===== config.mk =====
export PLATFORM = sky130hd
export DESIGN_NAME = sha256_host_driver
export DESIGN_NICKNAME = d
export VERILOG_FILES = /design/src/rtl/sha256_host_driver.sv
export SDC_FILE = /design/constraint.sdc
export NUM_CORES = 1
export LEC_CHECK = 0
export CAP_MARGIN = 20
export CORE_ASPECT_RATIO = 0.5
export CORE_MARGIN = 5
export CORE_UTILIZATION = 60
export CTS_CLUSTER_DIAMETER = 200
export DETAILED_ROUTE_END_ITERATION = 10
export DONT_BUFFER_PORTS = 1
export PLACE_DENSITY = 0.79
export SLEW_MARGIN = 20
export SYNTH_ARGS = -nofsm -noshare
export SYNTH_HDL_FRONTEND = slang
export SYNTH_SLANG_ARGS = --single-unit

===== constraint.sdc =====
create_clock -name clk -period 3.6 [get_ports clk]
set_input_delay 0.9 -clock clk [delete_from_list [all_inputs] [get_ports clk]]
set_output_delay 0.9 -clock clk [all_outputs]
set_load 0.005 [all_outputs]

===== src/rtl/sha256_host_driver.sv =====
// sha256_host_driver
//   Host-side initiator for an 8-bit SHA-256 core. Accepts a 1..55 byte
//   message on a valid/ready stream, pads it to a single 64-byte block,
//   loads the block into the core byte by byte, starts the compression,
//   waits for the digest and streams the 32 digest bytes back out.
//
// Ports
//   clk, rst          clock, asynchronous active-high reset
//   msg_*             message byte stream in (data/valid/last/ready)
//   dig_*             digest byte stream out, H0 MSB first, last on byte 31
//   core_input_bus    byte presented to the core with core_load
//   core_load         one-cycle load strobe
//   core_start        one-cycle compression start strobe
//   core_read         one-cycle strobe advancing core_output_data
//   core_hash_ready   core digest available
//   core_output_data  current digest byte from the core
//   busy              high in every state except IDLE
//   err_overflow      sticky: message longer than MAX_MSG_BYTES
//   err_timeout       sticky: core never raised hash_ready
module sha256_host_driver #(
  parameter int TIMEOUT_CYCLES = 4096,
  parameter int MAX_MSG_BYTES  = 55
) (
  input  logic       clk,
  input  logic       rst,
  input  logic [7:0] msg_data,
  input  logic       msg_valid,
  input  logic       msg_last,
  output logic       msg_ready,
  output logic [7:0] dig_data,
  output logic       dig_valid,
  output logic       dig_last,
  input  logic       dig_ready,
  output logic [7:0] core_input_bus,
  output logic       core_load,
  output logic       core_start,
  output logic       core_read,
  input  logic       core_hash_ready,
  input  logic [7:0] core_output_data,
  output logic       busy,
  output logic       err_overflow,
  output logic       err_timeout
);

  localparam int TMO_W = (TIMEOUT_CYCLES > 1) ? $clog2(TIMEOUT_CYCLES) : 1;
  localparam logic [TMO_W-1:0] TMO_LAST =
    (TIMEOUT_CYCLES > 0) ? TMO_W'(TIMEOUT_CYCLES - 1) : '0;
  localparam logic [5:0] MSG_MAX   = 6'(MAX_MSG_BYTES);
  localparam logic [5:0] LAST_LOAD = 6'd63;
  localparam logic [4:0] LAST_DIG  = 5'd31;

  typedef enum logic [2:0] {
    S_IDLE, S_LOAD_MSG, S_PAD, S_START, S_WAIT_HASH, S_RD_CAP, S_RD_OUT, S_RD_GAP
  } state_t;

  state_t state, state_nxt;

  logic [5:0]       count, count_nxt;        // message bytes loaded
  logic [5:0]       load_cnt, load_cnt_nxt;  // total bytes loaded into the block
  logic [4:0]       rd_idx, rd_idx_nxt;      // digest byte index
  logic [TMO_W-1:0] tmo_cnt, tmo_cnt_nxt;

  logic       load_nxt, start_nxt, read_nxt;
  logic [7:0] bus_nxt, dig_data_nxt;
  logic       dig_valid_nxt, dig_last_nxt;
  logic       err_ovf_nxt, err_tmo_nxt;

  logic msg_fire;
  logic tmo_hit;

  // Padding byte for block position idx of a msg_len-byte message:
  // 0x80 terminator, zero fill, then the 64-bit big-endian bit length
  // (only the low 9 bits can be non-zero for a single-block message).
  function automatic logic [7:0] pad_byte(input logic [5:0] idx,
                                          input logic [5:0] msg_len);
    logic [8:0] bit_len;
    bit_len = {msg_len, 3'b000};
    if (idx == msg_len)      return 8'h80;
    else if (idx == 6'd62)   return {7'd0, bit_len[8]};
    else if (idx == 6'd63)   return bit_len[7:0];
    else                     return 8'h00;
  endfunction

  // msg_ready is forced low while rst is held so every output reads 0 in reset.
  assign msg_ready = !rst && ((state == S_IDLE) || (state == S_LOAD_MSG));
  assign busy      = (state != S_IDLE);
  assign msg_fire  = msg_valid && msg_ready;
  assign tmo_hit   = (TIMEOUT_CYCLES > 0) && (tmo_cnt == TMO_LAST);

  // ---- state register ----
  always_ff @(posedge clk or posedge rst) begin
    if (rst) state <= S_IDLE;
    else     state <= state_nxt;
  end

  // ---- next-state logic ----
  always_comb begin
    state_nxt = state;
    case (state)
      S_IDLE:      if (msg_fire) state_nxt = msg_last ? S_PAD : S_LOAD_MSG;
      S_LOAD_MSG:  if (msg_fire && msg_last) state_nxt = S_PAD;
      S_PAD:       if (load_cnt == LAST_LOAD) state_nxt = S_START;
      S_START:     state_nxt = S_WAIT_HASH;
      S_WAIT_HASH: begin
        if (core_hash_ready) state_nxt = S_RD_CAP;
        else if (tmo_hit)    state_nxt = S_IDLE;
      end
      S_RD_CAP:    state_nxt = S_RD_OUT;
      S_RD_OUT:    if (dig_ready) state_nxt = (rd_idx == LAST_DIG) ? S_IDLE : S_RD_GAP;
      S_RD_GAP:    state_nxt = S_RD_CAP;
      default:     state_nxt = S_IDLE;
    endcase
  end

  // ---- output / datapath next values ----
  always_comb begin
    load_nxt      = 1'b0;
    start_nxt     = 1'b0;
    read_nxt      = 1'b0;
    bus_nxt       = core_input_bus;
    dig_data_nxt  = dig_data;
    dig_valid_nxt = dig_valid;
    dig_last_nxt  = dig_last;
    err_ovf_nxt   = err_overflow;
    err_tmo_nxt   = err_timeout;
    count_nxt     = count;
    load_cnt_nxt  = load_cnt;
    rd_idx_nxt    = rd_idx;
    tmo_cnt_nxt   = tmo_cnt;
    case (state)
      S_IDLE: begin
        if (msg_fire) begin
          err_ovf_nxt  = 1'b0;
          err_tmo_nxt  = 1'b0;
          load_nxt     = 1'b1;
          bus_nxt      = msg_data;
          count_nxt    = 6'd1;
          load_cnt_nxt = 6'd1;
        end
      end
      S_LOAD_MSG: begin
        if (msg_fire) begin
          if (count < MSG_MAX) begin
            load_nxt     = 1'b1;
            bus_nxt      = msg_data;
            count_nxt    = count + 6'd1;
            load_cnt_nxt = load_cnt + 6'd1;
          end else begin
            // Excess bytes are drained so the source is not stalled.
            err_ovf_nxt = 1'b1;
          end
        end
      end
      S_PAD: begin
        load_nxt     = 1'b1;
        bus_nxt      = pad_byte(load_cnt, count);
        load_cnt_nxt = load_cnt + 6'd1;
      end
      S_START: begin
        start_nxt   = 1'b1;
        tmo_cnt_nxt = '0;
      end
      S_WAIT_HASH: begin
        if (core_hash_ready) rd_idx_nxt = 5'd0;
        else if (tmo_hit)    err_tmo_nxt = 1'b1;
        else                 tmo_cnt_nxt = tmo_cnt + 1'b1;
      end
      S_RD_CAP: begin
        dig_data_nxt  = core_output_data;
        dig_valid_nxt = 1'b1;
        dig_last_nxt  = (rd_idx == LAST_DIG);
      end
      S_RD_OUT: begin
        if (dig_ready) begin
          dig_valid_nxt = 1'b0;
          dig_last_nxt  = 1'b0;
          if (rd_idx != LAST_DIG) begin
            read_nxt   = 1'b1;
            rd_idx_nxt = rd_idx + 5'd1;
          end
        end
      end
      default: ;
    endcase
  end

  // ---- registered outputs and counters ----
  always_ff @(posedge clk or posedge rst) begin
    if (rst) begin
      core_load      <= 1'b0;
      core_start     <= 1'b0;
      core_read      <= 1'b0;
      core_input_bus <= 8'h00;
      dig_data       <= 8'h00;
      dig_valid      <= 1'b0;
      dig_last       <= 1'b0;
      err_overflow   <= 1'b0;
      err_timeout    <= 1'b0;
      count          <= 6'd0;
      load_cnt       <= 6'd0;
      rd_idx         <= 5'd0;
      tmo_cnt        <= '0;
    end else begin
      core_load      <= load_nxt;
      core_start     <= start_nxt;
      core_read      <= read_nxt;
      core_input_bus <= bus_nxt;
      dig_data       <= dig_data_nxt;
      dig_valid      <= dig_valid_nxt;
      dig_last       <= dig_last_nxt;
      err_overflow   <= err_ovf_nxt;
      err_timeout    <= err_tmo_nxt;
      count          <= count_nxt;
      load_cnt       <= load_cnt_nxt;
      rd_idx         <= rd_idx_nxt;
      tmo_cnt        <= tmo_cnt_nxt;
    end
  end

endmodule

==> impl_metrics.yaml <==
floorplanning:
  rows: 17
  die_h_um: 59.0
  pin_count: 47
  die_w_um: 108
  initial_core_util: 0.639
  coreArea_sq_mm: 0.00451
  die-area_sq_mm: 0.00637
grt:
  grt_pass1_wl_mm: 9.41
  antenna_found_initial: 0
  grt_max_degree: 56
  grt_usage: 0.183
  overflow: 0
  grt_pass1_vias: 1975
synthesis:
  synth_common_cells: "dfrtp_1 (55), nand2_1 (23), a21oi_1 (17), nor2_1 (17), nor3_1 (12)"
  yosysSeqAreaShare: 0.478
  synth_nets: 312
  yosysUniqueCellTypes: 60
  synth_top_area_share: 0.478
  netlist_top_cells_area: "dfrtp_1 (48%), mux2_2 (3.5%), nand2_1 (3.0%), a21oi_1 (3.0%), ha_1 (2.6%)"
  syn_inst: 284
  ys.flop_type: "dfrtp_1"
  post-synth-top-count-cell: "dfrtp_1"
  syn_area_sq_mm: 0.00288
  syn_avg_cell_area_sq_um: 10.1
  synth-edff-count: 0
  ys_ff_latch: 55
  yosys.area.top_type: "dfrtp_1"
  async_flop_share: 1.00
  yosys_warnings: 0
sta:
  fin_skew_ps: 6.62
  final-setup-viol-count: 0
  relSlewSlack: 0.548
  fmax_mhz: 428
  fin_setup_tns_ps: 0
  fin_hold_ws_ps: 515
  slew_viol_final: 0
  layout_setup_ws_ps: 1270
  hold_viol_final: 0
  rsz0062_at_grt: "false"
  fin_crit_sh: 0.649
  tightest_slew_ps: 678
  layout_min_cycle_time_ps: 2330
layout:
  diodes: 0
  drive_above_1_share: 0.0896
  fin_util: 0.663
  fin_nets: 308
  area_growth_pct: 3.74
worst_hold_path:
  hp-class: "reg2reg"
clock_network:
  clkLatencyLatePin_ps: 300
  cts-root-buf: "clkbuf_8"
  cts_tree: "yes"
  ctsHoldBuffers: 0
  cts_buffer_depth: 2
  h-tree-depth: 2
  cts.sink_count: 55
  cts_resized: 0
  path_clk_slew_ps: 90
  post_cts_buffers: 0
  cts_buffers: 5
power_and_ir_drop:
  ir_drop_mv: 0.305
  powerDensity_mw_per_mm2: 655
  p_leak_uw: 0.00131
setup_path:
  critPathBufInv: 0
  slowest_stage: "dfrtp_1"
  critical_path_arrival_ps: 1430
  cpPeakStageDelay_ps: 630
  critical_path.top_delay_family: "flip-flops"
  worstSetupPathType: "reg2out"
  critPathLaunchType: "flip-flop"
  required_ps: 2700
  critPathMaxFanout: 24
  path_cells: "or3_1"
  endpoint_kind: "output port"
detailed_routing:
  drtAntennaViolNets: 0
  drt_iter0_drc: 124
  via_per_inst: 6.26
  wirelength_mm: 5.48
  dr.pass1.iters: 4
  drc_errors: 0
  routedWlPerCell_um: 15.9
  vias: 2158
placement:
  port_buffers: 0
  dp_hpwl_mm: 3.89
  gp_congestion: 0.840
  dp_slack_ps: 1280
flow_run:
  maxCapViolCount: 0
outcome:
  status: "finished clean"
[per-stage QoR]
stage               total power [uW]  cell area (sq um)  cells
global placement                1630               2920    339
floorplan                       1530               2880    284
finish                          1960               2990    345
global route                    2130               2990    345
CTS                             1970               2990    345
detailed placement              1660               2920    339
[flip-flops by register name (all words and copies together) (netlist names), 3 cells and up]
signal / count
tmo_cnt: 12
load_cnt: 6
state: 3
rd_idx: 5
dig_data: 8
count: 6
core_input_bus: 8
[cells by family (layout without fill, tap and decap cells)]
group	count (synthesis)	after routing	share of synthesized area
muxes	14	14	0.0526
and+or+nand+nor	107	107	0.204
DFF	55	55	0.478
xor gates and xnor gates	9	9	0.0274
AOI/OAI and AO/OA	71	71	0.179
adders and majority gates	6	6	0.0261
buffers and inverters	22	17	0.0334
[final timing paths]
kind,startpoint,slack [ps],cells after the start,end
max in group asynchronous,rst,2470,2,rd_idx[2]
setup reg to reg,state[1],1330,4,core_input_bus[6]
hold / removal,tmo_cnt[6],510,1,tmo_cnt[6]
setup / recovery,state[1],1270,1,busy
min in group asynchronous,rst,670,2,state[0]
hold reg to reg,tmo_cnt[6],510,1,tmo_cnt[6]
[layout make-up]
class / instances / area (sq um)
Clock buffer: 6 / 72.6
Fill cell: 349 / 1520
Inverter: 9 / 33.8
Multi-Input combinational cell: 207 / 1410
Sequential cell: 55 / 1380
Tap cell: 66 / 82.6
Timing Repair Buffer: 2 / 15.0
[cell usage in the layout, fill, tap and decap left out, types with 6 or more instances in the layout]
master    count
o21ai_0       9
nor2_1       17
a21oi_1      17
nand3_1      11
nand2_1      23
xor2_1        8
mux2_2        9
a22o_1        6
ha_1          6
nor3_1       12
and3_1        7
nor2b_1       6
inv_1         7
nand2b_1      6
dfrtp_1      55
[power breakdown]
| group | internal (uW) | total [uW] | switching (uW) | leakage (uW) |
|---|---|---|---|---|
| sequential | 806 | 1050 | 249 | 0.000717 |
| clock | 130 | 312 | 182 | 0.0000371 |
| combinational | 289 | 591 | 302 | 0.000552 |
| total | 1230 | 1960 | 732 | 0.00131 |
[layer usage]
layer  up-vias  part of all wire  track usage
met5         -                 0            0
met4         0            0.0044       0.0324
met3         5             0.073       0.0631
met2        58              0.44        0.284
met1      1053              0.49        0.256
li1       1042                 -            -
(Power assumes the default switching activity.)
